File: src/rtl/dm_store_unit_if.sv
// Store request (M stage side) and data memory write port of dm_store_unit.
interface dm_store_unit_if #(
   parameter int unsigned DEPTH = 2
);
   localparam int unsigned CW = $clog2(DEPTH + 1);

   logic          M_req_valid;
   logic          M_req_ready;
   logic [31:0]   M_addr;
   logic [31:0]   M_wdata;
   logic [1:0]    M_storeOp;
   logic          M_alignErr;
   logic [CW-1:0] M_count;

   logic          mem_valid;
   logic          mem_ready;
   logic [31:0]   mem_addr;
   logic [31:0]   mem_wdata;
   logic [3:0]    mem_byteen;

   // The store unit itself.
   modport slave (
      input  M_req_valid, M_addr, M_wdata, M_storeOp, mem_ready,
      output M_req_ready, M_alignErr, M_count,
             mem_valid, mem_addr, mem_wdata, mem_byteen
   );

   // The pipeline and memory environment around it.
   modport master (
      output M_req_valid, M_addr, M_wdata, M_storeOp, mem_ready,
      input  M_req_ready, M_alignErr, M_count,
             mem_valid, mem_addr, mem_wdata, mem_byteen
   );
endinterface

File: src/rtl/dm_store_unit.sv
// Store narrowing + in-order store buffer draining to data memory over valid/ready.
// Optional feature macro: ALIGN_CHECK_EN (drop misaligned/illegal stores and pulse M_alignErr).
module dm_store_unit #(
   parameter int unsigned DEPTH = 2
) (
   input  logic           clk,
   input  logic           reset,
   dm_store_unit_if.slave bus
);
   localparam int unsigned AW = $clog2(DEPTH);
   localparam int unsigned CW = $clog2(DEPTH + 1);

   if (DEPTH < 2 || (DEPTH & (DEPTH - 1)) != 0) begin : g_bad_depth
      $error("dm_store_unit: DEPTH must be a power of two and at least 2");
   end

   typedef struct packed {
      logic [29:0] addr_hi;
      logic [31:0] wdata;
      logic [3:0]  byteen;
   } entry_t;

   entry_t        buf_q [DEPTH];
   entry_t        new_entry_c;
   entry_t        head_c;

   logic [AW-1:0] wr_ptr_q, wr_ptr_d;
   logic [AW-1:0] rd_ptr_q, rd_ptr_d;
   logic [CW-1:0] count_q,  count_d;
   logic          ready_q,  valid_q;

   logic          misalign_c;
   logic          accept_c;
   logic          push_c;
   logic          pop_c;

   // Lane narrowing and byte-enable generation for the incoming request.
   always_comb begin
      new_entry_c         = '0;
      new_entry_c.addr_hi = bus.M_addr[31:2];
      misalign_c          = 1'b0;
      case (bus.M_storeOp)
         2'b00: begin
            new_entry_c.byteen = 4'b1111;
            new_entry_c.wdata  = bus.M_wdata;
`ifdef ALIGN_CHECK_EN
            misalign_c         = (bus.M_addr[1:0] != 2'b00);
`endif
         end
         2'b01: begin
            new_entry_c.byteen = bus.M_addr[1] ? 4'b1100 : 4'b0011;
            new_entry_c.wdata  = {2{bus.M_wdata[15:0]}};
`ifdef ALIGN_CHECK_EN
            misalign_c         = bus.M_addr[0];
`endif
         end
         2'b10: begin
            new_entry_c.byteen = 4'b0001 << bus.M_addr[1:0];
            new_entry_c.wdata  = {4{bus.M_wdata[7:0]}};
         end
         default: begin
            // Illegal op: becomes a no-op write unless it is rejected.
            new_entry_c.byteen = 4'b0000;
            new_entry_c.wdata  = bus.M_wdata;
`ifdef ALIGN_CHECK_EN
            misalign_c         = 1'b1;
`endif
         end
      endcase
   end

   assign accept_c = bus.M_req_valid && ready_q;
   assign push_c   = accept_c && !misalign_c;
   assign pop_c    = valid_q && bus.mem_ready;

   // Pointer and occupancy next-state.
   always_comb begin
      wr_ptr_d = wr_ptr_q;
      rd_ptr_d = rd_ptr_q;
      count_d  = count_q;
      if (push_c) begin
         wr_ptr_d = wr_ptr_q + AW'(1);
      end
      if (pop_c) begin
         rd_ptr_d = rd_ptr_q + AW'(1);
      end
      if (push_c && !pop_c) begin
         count_d = count_q + CW'(1);
      end else if (!push_c && pop_c) begin
         count_d = count_q - CW'(1);
      end
   end

   // Ready/valid flags are registered copies of the next occupancy, so no pop bypass.
   always_ff @(posedge clk or posedge reset) begin
      if (reset) begin
         wr_ptr_q <= '0;
         rd_ptr_q <= '0;
         count_q  <= '0;
         ready_q  <= 1'b1;
         valid_q  <= 1'b0;
      end else begin
         wr_ptr_q <= wr_ptr_d;
         rd_ptr_q <= rd_ptr_d;
         count_q  <= count_d;
         ready_q  <= (count_d != CW'(DEPTH));
         valid_q  <= (count_d != '0);
      end
   end

   // Entry storage; contents are only observable through the valid-gated outputs.
   always_ff @(posedge clk) begin
      if (push_c) begin
         buf_q[wr_ptr_q] <= new_entry_c;
      end
   end

`ifdef ALIGN_CHECK_EN
   logic align_err_q;

   always_ff @(posedge clk or posedge reset) begin
      if (reset) begin
         align_err_q <= 1'b0;
      end else begin
         align_err_q <= accept_c && misalign_c;
      end
   end

   assign bus.M_alignErr = align_err_q;
`else
   assign bus.M_alignErr = 1'b0;
`endif

   assign head_c          = buf_q[rd_ptr_q];

   assign bus.M_req_ready = ready_q;
   assign bus.M_count     = count_q;
   assign bus.mem_valid   = valid_q;
   assign bus.mem_addr    = valid_q ? {head_c.addr_hi, 2'b00} : 32'h0;
   assign bus.mem_wdata   = valid_q ? head_c.wdata : 32'h0;
   assign bus.mem_byteen  = valid_q ? head_c.byteen : 4'h0;
endmodule
File: src/flat_wrapper.sv
// flat-port wrapper written by rule: the top's interface ports become plain ports
module dm_store_unit_flat 
#(
   parameter int unsigned DEPTH = 2
)
  (clk, reset, bus_M_req_valid, bus_M_addr, bus_M_wdata, bus_M_storeOp, bus_mem_ready, bus_M_req_ready, bus_M_alignErr, bus_M_count, bus_mem_valid, bus_mem_addr, bus_mem_wdata, bus_mem_byteen);
  dm_store_unit_if #(.DEPTH(DEPTH)) bus_i ();
  input  logic clk;
  input  logic reset;
  input wire logic [$bits(bus_i.M_req_valid)-1:0] bus_M_req_valid;
  input wire logic [$bits(bus_i.M_addr)-1:0] bus_M_addr;
  input wire logic [$bits(bus_i.M_wdata)-1:0] bus_M_wdata;
  input wire logic [$bits(bus_i.M_storeOp)-1:0] bus_M_storeOp;
  input wire logic [$bits(bus_i.mem_ready)-1:0] bus_mem_ready;
  output wire logic [$bits(bus_i.M_req_ready)-1:0] bus_M_req_ready;
  output wire logic [$bits(bus_i.M_alignErr)-1:0] bus_M_alignErr;
  output wire logic [$bits(bus_i.M_count)-1:0] bus_M_count;
  output wire logic [$bits(bus_i.mem_valid)-1:0] bus_mem_valid;
  output wire logic [$bits(bus_i.mem_addr)-1:0] bus_mem_addr;
  output wire logic [$bits(bus_i.mem_wdata)-1:0] bus_mem_wdata;
  output wire logic [$bits(bus_i.mem_byteen)-1:0] bus_mem_byteen;
  assign bus_i.M_req_valid = bus_M_req_valid;
  assign bus_i.M_addr = bus_M_addr;
  assign bus_i.M_wdata = bus_M_wdata;
  assign bus_i.M_storeOp = bus_M_storeOp;
  assign bus_i.mem_ready = bus_mem_ready;
  assign bus_M_req_ready = bus_i.M_req_ready;
  assign bus_M_alignErr = bus_i.M_alignErr;
  assign bus_M_count = bus_i.M_count;
  assign bus_mem_valid = bus_i.mem_valid;
  assign bus_mem_addr = bus_i.mem_addr;
  assign bus_mem_wdata = bus_i.mem_wdata;
  assign bus_mem_byteen = bus_i.mem_byteen;
  dm_store_unit #(.DEPTH(DEPTH)) u_core (.clk(clk), .reset(reset), .bus(bus_i));
endmodule
File: config.mk
export PLATFORM = sky130hd
export DESIGN_NAME = dm_store_unit_flat
export DESIGN_NICKNAME = d
export VERILOG_FILES = /design/src/rtl/dm_store_unit_if.sv /design/src/rtl/dm_store_unit.sv /design/src/flat_wrapper.sv
export SDC_FILE = /design/constraint.sdc
export NUM_CORES = 1
export LEC_CHECK = 0
export CAP_MARGIN = 0
export CORE_ASPECT_RATIO = 1.5
export CORE_MARGIN = 2
export CORE_UTILIZATION = 35
export CTS_CLUSTER_DIAMETER = 150
export DETAILED_ROUTE_END_ITERATION = 10
export PLACE_DENSITY = 0.6
export SLEW_MARGIN = 40
export SYNTH_ARGS = -nofsm -noshare
export SYNTH_HDL_FRONTEND = slang
export SYNTH_SLANG_ARGS = --single-unit
File: constraint.sdc
create_clock -name clk -period 3.9 [get_ports clk]
set_clock_uncertainty 0.1 [all_clocks]
set_input_delay 0.78 -clock clk [delete_from_list [all_inputs] [get_ports clk]]
set_output_delay 0.78 -clock clk [all_outputs]
set_load 0.05 [all_outputs]
# Word-level counts from Yosys, hierarchy flattened
# Memories as Yosys holds them, arrays and structs flattened.
# Index checks and enable logic that the tools add are counted.
dict set report totals {
  reg_bits 6
  latch_bits 0
  ramBits 132
  mem_bits_ro 0
  inputBits 70
  output_inout_bits 73
  elab_cells 31
  n_memories 1
}
# name depth word_bits rd rd_clocked_by_memory_dff wr line
set memory_table {}
lappend memory_table {u_core.buf_q 2 66 1 0 1 dm_store_unit.sv:23} ;# entry_t buf_q [DEPTH];
dict set report op_classes {
  add_sub_neg 4
  n_mul 0
  div 0
  order_cmp 0
  eq_ne 3
  shift 1
  mux 9
  bitwise_logic 0
  reduce_logical 8
}
# cell n
set ops {}
lappend ops {{case mux 36 bit (3 select lines)} 1}
lappend ops {{2-to-1 mux 32 bit} 2}
lappend ops {{2-to-1 mux 4 bit} 2}
lappend ops {{logical AND 1 bit} 4}
lappend ops {{2-to-1 mux 2 bit} 2}
lappend ops {{left shift 1 x 2 -> 4 bit (first input constant)} 1}
lappend ops {{adder 1 bit (second input constant)} 2}
lappend ops {{adder 2 x 1 -> 2 bit (second input constant)} 1}
lappend ops {{== test 2 x 1 -> 1 bit (second input constant)} 1}
lappend ops {{== test 2 bit (second input constant)} 1}
lappend ops {{logical NOT 1 bit} 2}
lappend ops {{logical NOT 2 bit} 1}
lappend ops {{2-to-1 mux 1 bit} 2}
lappend ops {{inequality test 2 bit (second input constant)} 1}
lappend ops {{nonzero test 2 bit} 1}
lappend ops {{subtractor 2 x 1 -> 2 bit (second input constant)} 1}

# Depth between registers and ports, before layout
# Gate-level depths: netlist of run 1.
dict set report depth {
  ltp_word 6
  mapped_depth 5
  depth_no_buf 3
}

# Least setup slack after synthesis of run 1
# No wires, ideal clock.
dict set report synth_timing {
  kind {in2reg}
  from {input bus_M_req_valid}
  to {memory u_core.buf_q[0][0] (netlist bit) (enable)}
  setup_ps 491
  t_arrival_ps 3759
  required_time_ps 3309
  setup_slack_ps -450
  cell_stages 2
  n_path_buf 0
  path_cell_list {nand2_1 > nor2_1}
}
dict set report synth_between {
  elab_chain_len 3
}
# element line
set synth_rtl {}
lappend synth_rtl {{start: declaration} flat_wrapper.sv:10} ;# input wire logic [$bits(bus_i.M_req_valid)-1:0] bus_M_req_valid;
lappend synth_rtl {{logical AND 1 bit} dm_store_unit.sv:72} ;# assign accept_c = bus.M_req_valid && ready_q;
lappend synth_rtl {{2-to-1 mux 1 bit} dm_store_unit.sv:113} ;# if (push_c) begin
lappend synth_rtl {{2-to-1 mux 1 bit (not written as such)} dm_store_unit.sv:114} ;# buf_q[wr_ptr_q] <= new_entry_c;
lappend synth_rtl {{end: declaration} dm_store_unit.sv:23}
# No other way between the ends.

# Worst setup path after layout of run 1
dict set report layout_timing {
  from {register u_core.valid_q (netlist: u_core.bus.mem_valid)}
  to {output bus_mem_wdata[0]}
}
dict set report layout_between {
  elab_chain_len 1
}
# element line
set layout_rtl {}
lappend layout_rtl {{start: declaration} dm_store_unit.sv:30} ;# logic ready_q, valid_q;
lappend layout_rtl {{start signal: assignment} dm_store_unit.sv:107} ;# valid_q <= (count_d != '0);
lappend layout_rtl {{2-to-1 mux 32 bit} dm_store_unit.sv:140} ;# assign bus.mem_wdata = valid_q ? head_c.wdata : 32'h0;
lappend layout_rtl {{end: declaration} flat_wrapper.sv:20} ;# output wire logic [$bits(bus_i.mem_wdata)-1:0] bus_mem_wdata;
# No other way between the ends.

==> metrics, run 1 <==
fin cells=743; pwr/cell area=873 nW/µm²; Syn Inst Count=374; synthesized area=5960 µm²; fmax=0.292 GHz; LEAKAGE=3.00 nW; layout filler cell count=1441; GRT busiest layer=met2; asr flop ratio synth=0.0435; post-CTS setup buffers=0; sequential element share of the synthesized area=0.690; GP Congestion=0.789; top cell type's share of synthesized area=0.665; Multi-input gate area=1720 µm²; setup_tns=0 ns; routed wire length=12.4 mm; WP data arrival=2.55 ns; cell family with most CP delay=buffers and inverters; die span in y=164 µm; initial antenna violation count=0; Max stage delay on crit path=0.84 ns; Worst slew margin=0.586; met1 Usage GRT=0.149; Antenna diodes=0; clk_lat worst skew=0.40 ns; max-cap check violation count=0; Layout Nets=590; Vias/cell=4.71; CTS buffer count=17; Root Buffer Master=clkbuf_16; fin area=8250 µm²; Resize count post-CTS=0; clk sinks=138; ys flop type=edfxtp_1; H-Tree Depth=4; Final Max Slew Viols=0; Port-buffer cells=139; Initial Utilization=0.357; area of the core=16700 µm²; met3 usage=0.0373; vias in the first global route=3683; IO Pins=143; most common cell in the netlist=edfxtp_1; FF/Latch Area=4120 µm²; CP Cell Sequence=buf_4 -> nor2b_1 -> clkdlybuf4s50_1; hold-fix buffer count after cts=0; HP Class=flip-flop to flip-flop; Tcrit/Tclk final=0.879; Worst-Margin Slew=0.618 ns; area leader, netlist=edfxtp_1; wire length per cell=16.7 µm; Seq cells post-synth=138; Synth Warn #=0; Placed Instance Area=7640 µm²; crit path time final=3.43 ns; GRT Overall Usage=0.136; crit path launch type=flip-flop; Die W=111 µm; Worst-path clk slew=0.06 ns; Area contributors post-synth=edfxtp_1 (66%), mux2i_1 (13%), nor2b_1 (7.8%); run status=finished clean; RSZ-0062 raised after global routing=false; CTS tree=done; CP Capture Type=primary output; area grow syn2layout=38.5%; antenna-violating nets left=0; drt first-iter violations=108; DRT Pass-1 Iters=4; Distinct cells, synth=30; layout cells sized above 1=0.107; CTS Buffer Depth=2; EDFF count, synth=132; synthesized area per cell=15.9 µm²; Worst EP required=3.02 ns; worst setup path class=flip-flop to primary output; full die area=18100 µm²; worst hold slack=0.461 ns; Residual DRC=0; Hold Vio Cnt, Final=0; largest net degree at the start of global routing=67; grt total ovfl=0; CP bufs+invs=2; Slowest cell on crit path=clkdlybuf4s50_1; worst-path maximum fanout=32; grt met2 use=0.254; placed cell count=711; VDD IR max=0.533 mV; hpwl dp=8.46 mm; top cells by count, synth=edfxtp_1 (132), mux2i_1 (77), nor2b_1 (74), mux2_2 (10); Cell Rows=58; Final setup violation count=0; first-pass GRT wire length=19.0 mm; via count=3501
## area by class of cell
| cell class | count | area share |
|---|---|---|
| flip-flops and latches | 138 | 0.499 |
| repair buffers | 150 | 0.186 |
| clock inverters | 15 | 0.0227 |
| inverters | 2 | 0.000910 |
| well taps | 210 | 0.0318 |
| clock buffers | 17 | 0.0515 |
| multi-input cells | 211 | 0.208 |
## cells in the final DEF (no fill, tap or decap), types with 2 or more instances in the layout
cell type / n
clkdlybuf4s50_1: 139
edfxtp_1: 132
mux2i_1: 77
nor2b_1: 74
clkbuf_16: 17
mux2_2: 10
a21oi_1: 9
a211oi_1: 8
mux2_1: 8
buf_4: 7
clkinv_4: 5
inv_6: 4
xnor2_1: 3
conb_1: 3
bufinv_16: 3
buf_12: 3
dfrtp_1: 3
nand2_1: 2
nand2b_1: 2
nor2_1: 2
inv_1: 2
a21o_1: 2
clkinv_1: 2
## cell families after synthesis
| kind of cell | after synthesis | share of synthesized area |
|---|---|---|
| AOI/OAI and AO/OA | 23 | 0.0248 |
| xor gates and xnor gates | 5 | 0.00861 |
| buffers and inverters | 27 | 0.0248 |
| DFF | 138 | 0.690 |
| muxes | 95 | 0.163 |
| other | 1 | 0.000629 |
| and+or+nand+nor | 85 | 0.0875 |
## report_power, final
| part | total, W | leakage (nW) | internal [W] | switching (W) |
|---|---|---|---|---|
| combinational | 0.00337 | 1.41 | 0.00122 | 0.00215 |
| sequential | 0.00219 | 1.29 | 0.00201 | 0.000181 |
| clock | 0.00164 | 0.300 | 0.00102 | 0.000622 |
| total | 0.00720 | 3.00 | 0.00425 | 0.00295 |
## state kept, by name (all words and copies together), names as in the netlist
register and flops:
u_core.bus.M_count 2, u_core.buf_q 132, u_core.wr_ptr_q 1, u_core.bus.mem_valid 1
u_core.rd_ptr_q 1, u_core.bus.M_req_ready 1
## per-layer routing
layer  share of wire  up-vias
met5               0        -
met2            0.55      105
met4          0.0085        0
met3           0.046        6
met1            0.39     1712
li1                -     1678
## per-stage QoR
| step | power, W | setup WS (ns) | util |
|---|---|---|---|
| final | 0.00720 | 0.472 | 0.494 |
| after global routing | 0.00752 | 0.311 | 0.494 |
| after CTS | 0.00730 | 0.366 | 0.494 |
| after detailed placement | 0.00564 | 0.832 | 0.458 |
| after global placement | 0.00558 | 0.835 | 0.455 |
| after floorplan | 0.00448 | 0.660 | - |
## final timing paths
kind | depth (start not counted) | slack (ns) | to | startpoint
worst max-delay path | 3 | 0.47 | bus_mem_wdata[0] | u_core.bus.mem_valid$_DFF_PP0_
worst min-delay path | 1 | 0.46 | u_core.wr_ptr_q$_DFFE_PP0N_ | u_core.wr_ptr_q$_DFFE_PP0N_
worst max register to register | 4 | 1.91 | u_core.bus.M_count[1]$_DFF_PP0_ | u_core.bus.mem_valid$_DFF_PP0_
worst min register to register | 1 | 0.46 | u_core.wr_ptr_q$_DFFE_PP0N_ | u_core.wr_ptr_q$_DFFE_PP0N_
max in group asynchronous | 2 | 2.95 | u_core.bus.M_req_ready$_DFF_PP1_ | reset
min in group asynchronous | 2 | 0.49 | u_core.bus.M_count[1]$_DFF_PP0_ | reset
(Power assumes the default switching activity.)
==> run 2, diff against run 1 <==
--- a/config.mk
+++ b/config.mk
@@ -5,7 +5,7 @@
 export SDC_FILE = /design/constraint.sdc
 export NUM_CORES = 1
 export LEC_CHECK = 0
-export CAP_MARGIN = 0
+export CAP_MARGIN = 40
 export CORE_ASPECT_RATIO = 1.5
 export CORE_MARGIN = 2
 export CORE_UTILIZATION = 35
==> results of run 2 <==
Same layout as run 1: the final DEF is identical, and so are final timing and power.
==> run 3, diff against run 2 <==
--- a/config.mk
+++ b/config.mk
@@ -8,10 +8,11 @@
 export CAP_MARGIN = 40
 export CORE_ASPECT_RATIO = 1.5
 export CORE_MARGIN = 2
-export CORE_UTILIZATION = 35
+export CORE_UTILIZATION = 45
+export CTS_BUF_LIST = sky130_fd_sc_hd__clkbuf_16
 export CTS_CLUSTER_DIAMETER = 150
 export DETAILED_ROUTE_END_ITERATION = 10
-export PLACE_DENSITY = 0.6
+export PLACE_DENSITY = 0.74
 export SLEW_MARGIN = 40
 export SYNTH_ARGS = -nofsm -noshare
 export SYNTH_HDL_FRONTEND = slang
==> constraint.sdc (replaced) <==
create_clock -name clk -period 3.9 [get_ports clk]
set_clock_uncertainty 0.1 [all_clocks]
set_input_delay 0.78 -clock clk [delete_from_list [all_inputs] [get_ports clk]]
set_output_delay 0.78 -clock clk [all_outputs]
set_load 0.01 [all_outputs]
==> run 3 against run 2 <==
  * First-iteration DRC count increased by 60%
  * Design area fell by 2.2%
  * Worst hold slack got worse by 0.014 ns
  * Die area fell by 22%
  * Sequential share of layout area grew 1.1 points
  * Utilization increased by 13 points
  * Via count fell by 0.86%
  * Count of clock-buffer cells in the layout is the same
  * Sequential power barely moved
  * Register-to-register slack barely moved
  * Combinational power decreased by 36%
==> metrics, run 3 (synthesis results as in run 1) <==
Final setup violation count=0 (unchanged); WP data arrival=2.22 ns (was 2.55 ns); worst slack at placement=0.815 ns (was 0.832 ns); worst-path maximum fanout=26 (was 32); VDD IR max=0.403 mV (was 0.533 mV); first-pass GRT wire length=18.4 mm (was 19.0 mm); Final Max Slew Viols=0 (unchanged); H-Tree Depth=4 (unchanged); setup_tns=0 ns (unchanged); worst hold path startpoint=u_core.wr_ptr_q$_DFFE_PP0N_ (unchanged); largest net degree at the start of global routing=47 (was 67); CTS Buffer Depth=2 (unchanged); IO Pins=143 (unchanged); FF/Latch Area=4120 µm² (unchanged); GRT Overall Usage=0.166 (was 0.136); Resize count post-CTS=0 (unchanged); Placed Instance Area=7510 µm² (was 7640 µm²); clk_lat worst skew=0.40 ns (about the same); crit path time final=3.10 ns (was 3.43 ns); Hold Path Sink=u_core.wr_ptr_q$_DFFE_PP0N_ (unchanged); Worst EP required=3.02 ns (about the same); Cell Rows=51 (was 58); Worst-path clk slew=0.06 ns (about the same); setup ws final=0.799 ns (was 0.472 ns); initial antenna violation count=0 (unchanged); max FFs per register=132 (unchanged); Pwr Total=0.00579 W (was 0.00720 W); max-cap check violation count=0 (unchanged); clk sinks=138 (unchanged); post-CTS setup buffers=0 (unchanged); Die W=98.0 µm (was 111 µm); wire length per cell=16.6 µm (was 16.7 µm); area of the core=13000 µm² (was 16700 µm²); RSZ-0062 raised after global routing=false (unchanged); LEAKAGE=2.94 nW (was 3.00 nW); DRT Pass-1 Iters=4 (unchanged); worst setup path class=flip-flop to primary output (unchanged); CTS buffer count=17 (unchanged); Multi-input gate area=1710 µm² (was 1720 µm²); vias in the first global route=3728 (was 3683); Worst slew margin=0.486 (was 0.586); area grow syn2layout=35.4% (was 38.5%); drt first-iter violations=173 (was 108); r2r worst-path depth=4 (unchanged); commonest non-fill, non-tap cell in the layout=clkdlybuf4s50_1 (unchanged); Top reg by flops=u_core.buf_q (unchanged); Residual DRC=0 (unchanged); via count=3471 (was 3501); placed cell count=656 (was 711); fin cells=689 (was 743); fin area=8070 µm² (was 8250 µm²); fmax=0.322 GHz (was 0.292 GHz); hpwl dp=7.78 mm (was 8.46 mm); Tcrit/Tclk final=0.795 (was 0.879); full die area=14200 µm² (was 18100 µm²); Slowest cell on crit path=dfrtp_4 (was clkdlybuf4s50_1); GP Congestion=0.762 (was 0.789); grt total ovfl=0 (unchanged); Hold Vio Cnt, Final=0 (unchanged); die span in y=145 µm (was 164 µm); hold-fix buffer count after cts=0 (unchanged); layout cells sized above 1=0.106 (was 0.107); Antenna diodes=0 (unchanged); reg-to-reg endpoint=u_core.bus.M_count[1]$_DFF_PP0_ (unchanged); CP Capture Type=primary output (unchanged); antenna-violating nets left=0 (unchanged); depth of the worst hold-timing path=1 (unchanged); Initial Utilization=0.460 (was 0.357); CP Cell Sequence=buf_12 -> mux2i_1 -> nor2b_1 -> clkdlybuf4s50_1 (was buf_4 -> nor2b_1 -> clkdlybuf4s50_1); most frequent cells in the layout=clkdlybuf4s50_1 (139), edfxtp_1 (132), mux2i_1 (77) (unchanged); layout filler cell count=1003 (was 1441); Critical R2R Launch=u_core.bus.mem_valid$_DFF_PP0_ (unchanged); pwr/cell area=717 nW/µm² (was 873 nW/µm²); routed wire length=11.4 mm (was 12.4 mm); Root Buffer Master=clkbuf_16 (unchanged); crit path launch type=flip-flop (unchanged); HP Class=flip-flop to flip-flop (unchanged); CTS tree=done (unchanged); Port-buffer cells=139 (unchanged); Max stage delay on crit path=0.68 ns (was 0.84 ns); Layout Nets=587 (was 590); run status=finished clean (unchanged); Vias/cell=5.04 (was 4.71); reg-to-reg slack, setup=1.90 ns (was 1.91 ns); Worst-Margin Slew=0.769 ns (was 0.618 ns)
run 3: changes by cell type in the layout (fill, tap and decap cells not counted):
cell / change
clkinv_1: -2
inv_6: +1
clkinvlp_4: +3
buf_16: -1
clkinv_2: +3
clkinv_4: -1
inv_8: -1
and3_4: -1
and3_2: +1
buf_4: -2
bufinv_16: -3
run 3: worst max-delay path by stage:
stage / from / end / slack, ns / depth (start not counted)
2_1_floorplan: bus_M_req_valid / u_core.buf_q[0][0]$_DFFE_PP_ / 0.67 / 2
3_3_place_gp: bus_M_storeOp[1] / u_core.buf_q[0][25]$_DFFE_PP_ / 0.86 / 3
3_5_place_dp: bus_M_storeOp[1] / u_core.buf_q[0][25]$_DFFE_PP_ / 0.81 / 3
4_1_cts: u_core.rd_ptr_q$_DFFE_PP0P_ / bus_mem_addr[24] / 0.48 / 4
5_1_grt: u_core.bus.mem_valid$_DFF_PP0_ / bus_mem_byteen[2] / 0.65 / 3
6_report: u_core.rd_ptr_q$_DFFE_PP0P_ / bus_mem_wdata[14] / 0.80 / 4
run 3: critical path: cells and delay by family, from the launching register on:
family | cells | cell delay [ns]
multiplexers | 1 | 0.10
flip-flops | 1 | 0.68
AND/OR/NAND/NOR | 1 | 0.17
buffers and inverters | 2 | 0.84
run 3: area by class of cell:
type                    count  share of cell area
well taps                 159              0.0246
clock buffers              17              0.0527
multi-input cells         211               0.212
flip-flops and latches    138               0.510
clock inverters            15              0.0144
repair buffers            147               0.184
inverters                   2            0.000930
run 3: per-stage QoR:
step / hold WS [ns] / util
3_3_place_gp: 0.452 / 0.580
2_1_floorplan: 0.379 / -
5_1_grt: 0.480 / 0.623
4_1_cts: 0.451 / 0.622
6_report: 0.447 / 0.623
3_5_place_dp: 0.439 / 0.580
run 3: layer usage:
layer / share of wire / GRT usage / vias up
met3: 0.052 / 0.0438 / 17
met2: 0.53 / 0.298 / 114
met5: 0 / 0 / -
met4: 0.022 / 0.0639 / 0
li1: - / - / 1668
met1: 0.39 / 0.185 / 1672
run 3: power breakdown:
group	internal, W	switching, W	leakage, nW
sequential	0.00201	0.000178	1.29
combinational	0.00120	0.000956	1.39
clock	0.000821	0.000622	0.261
total	0.00403	0.00176	2.94
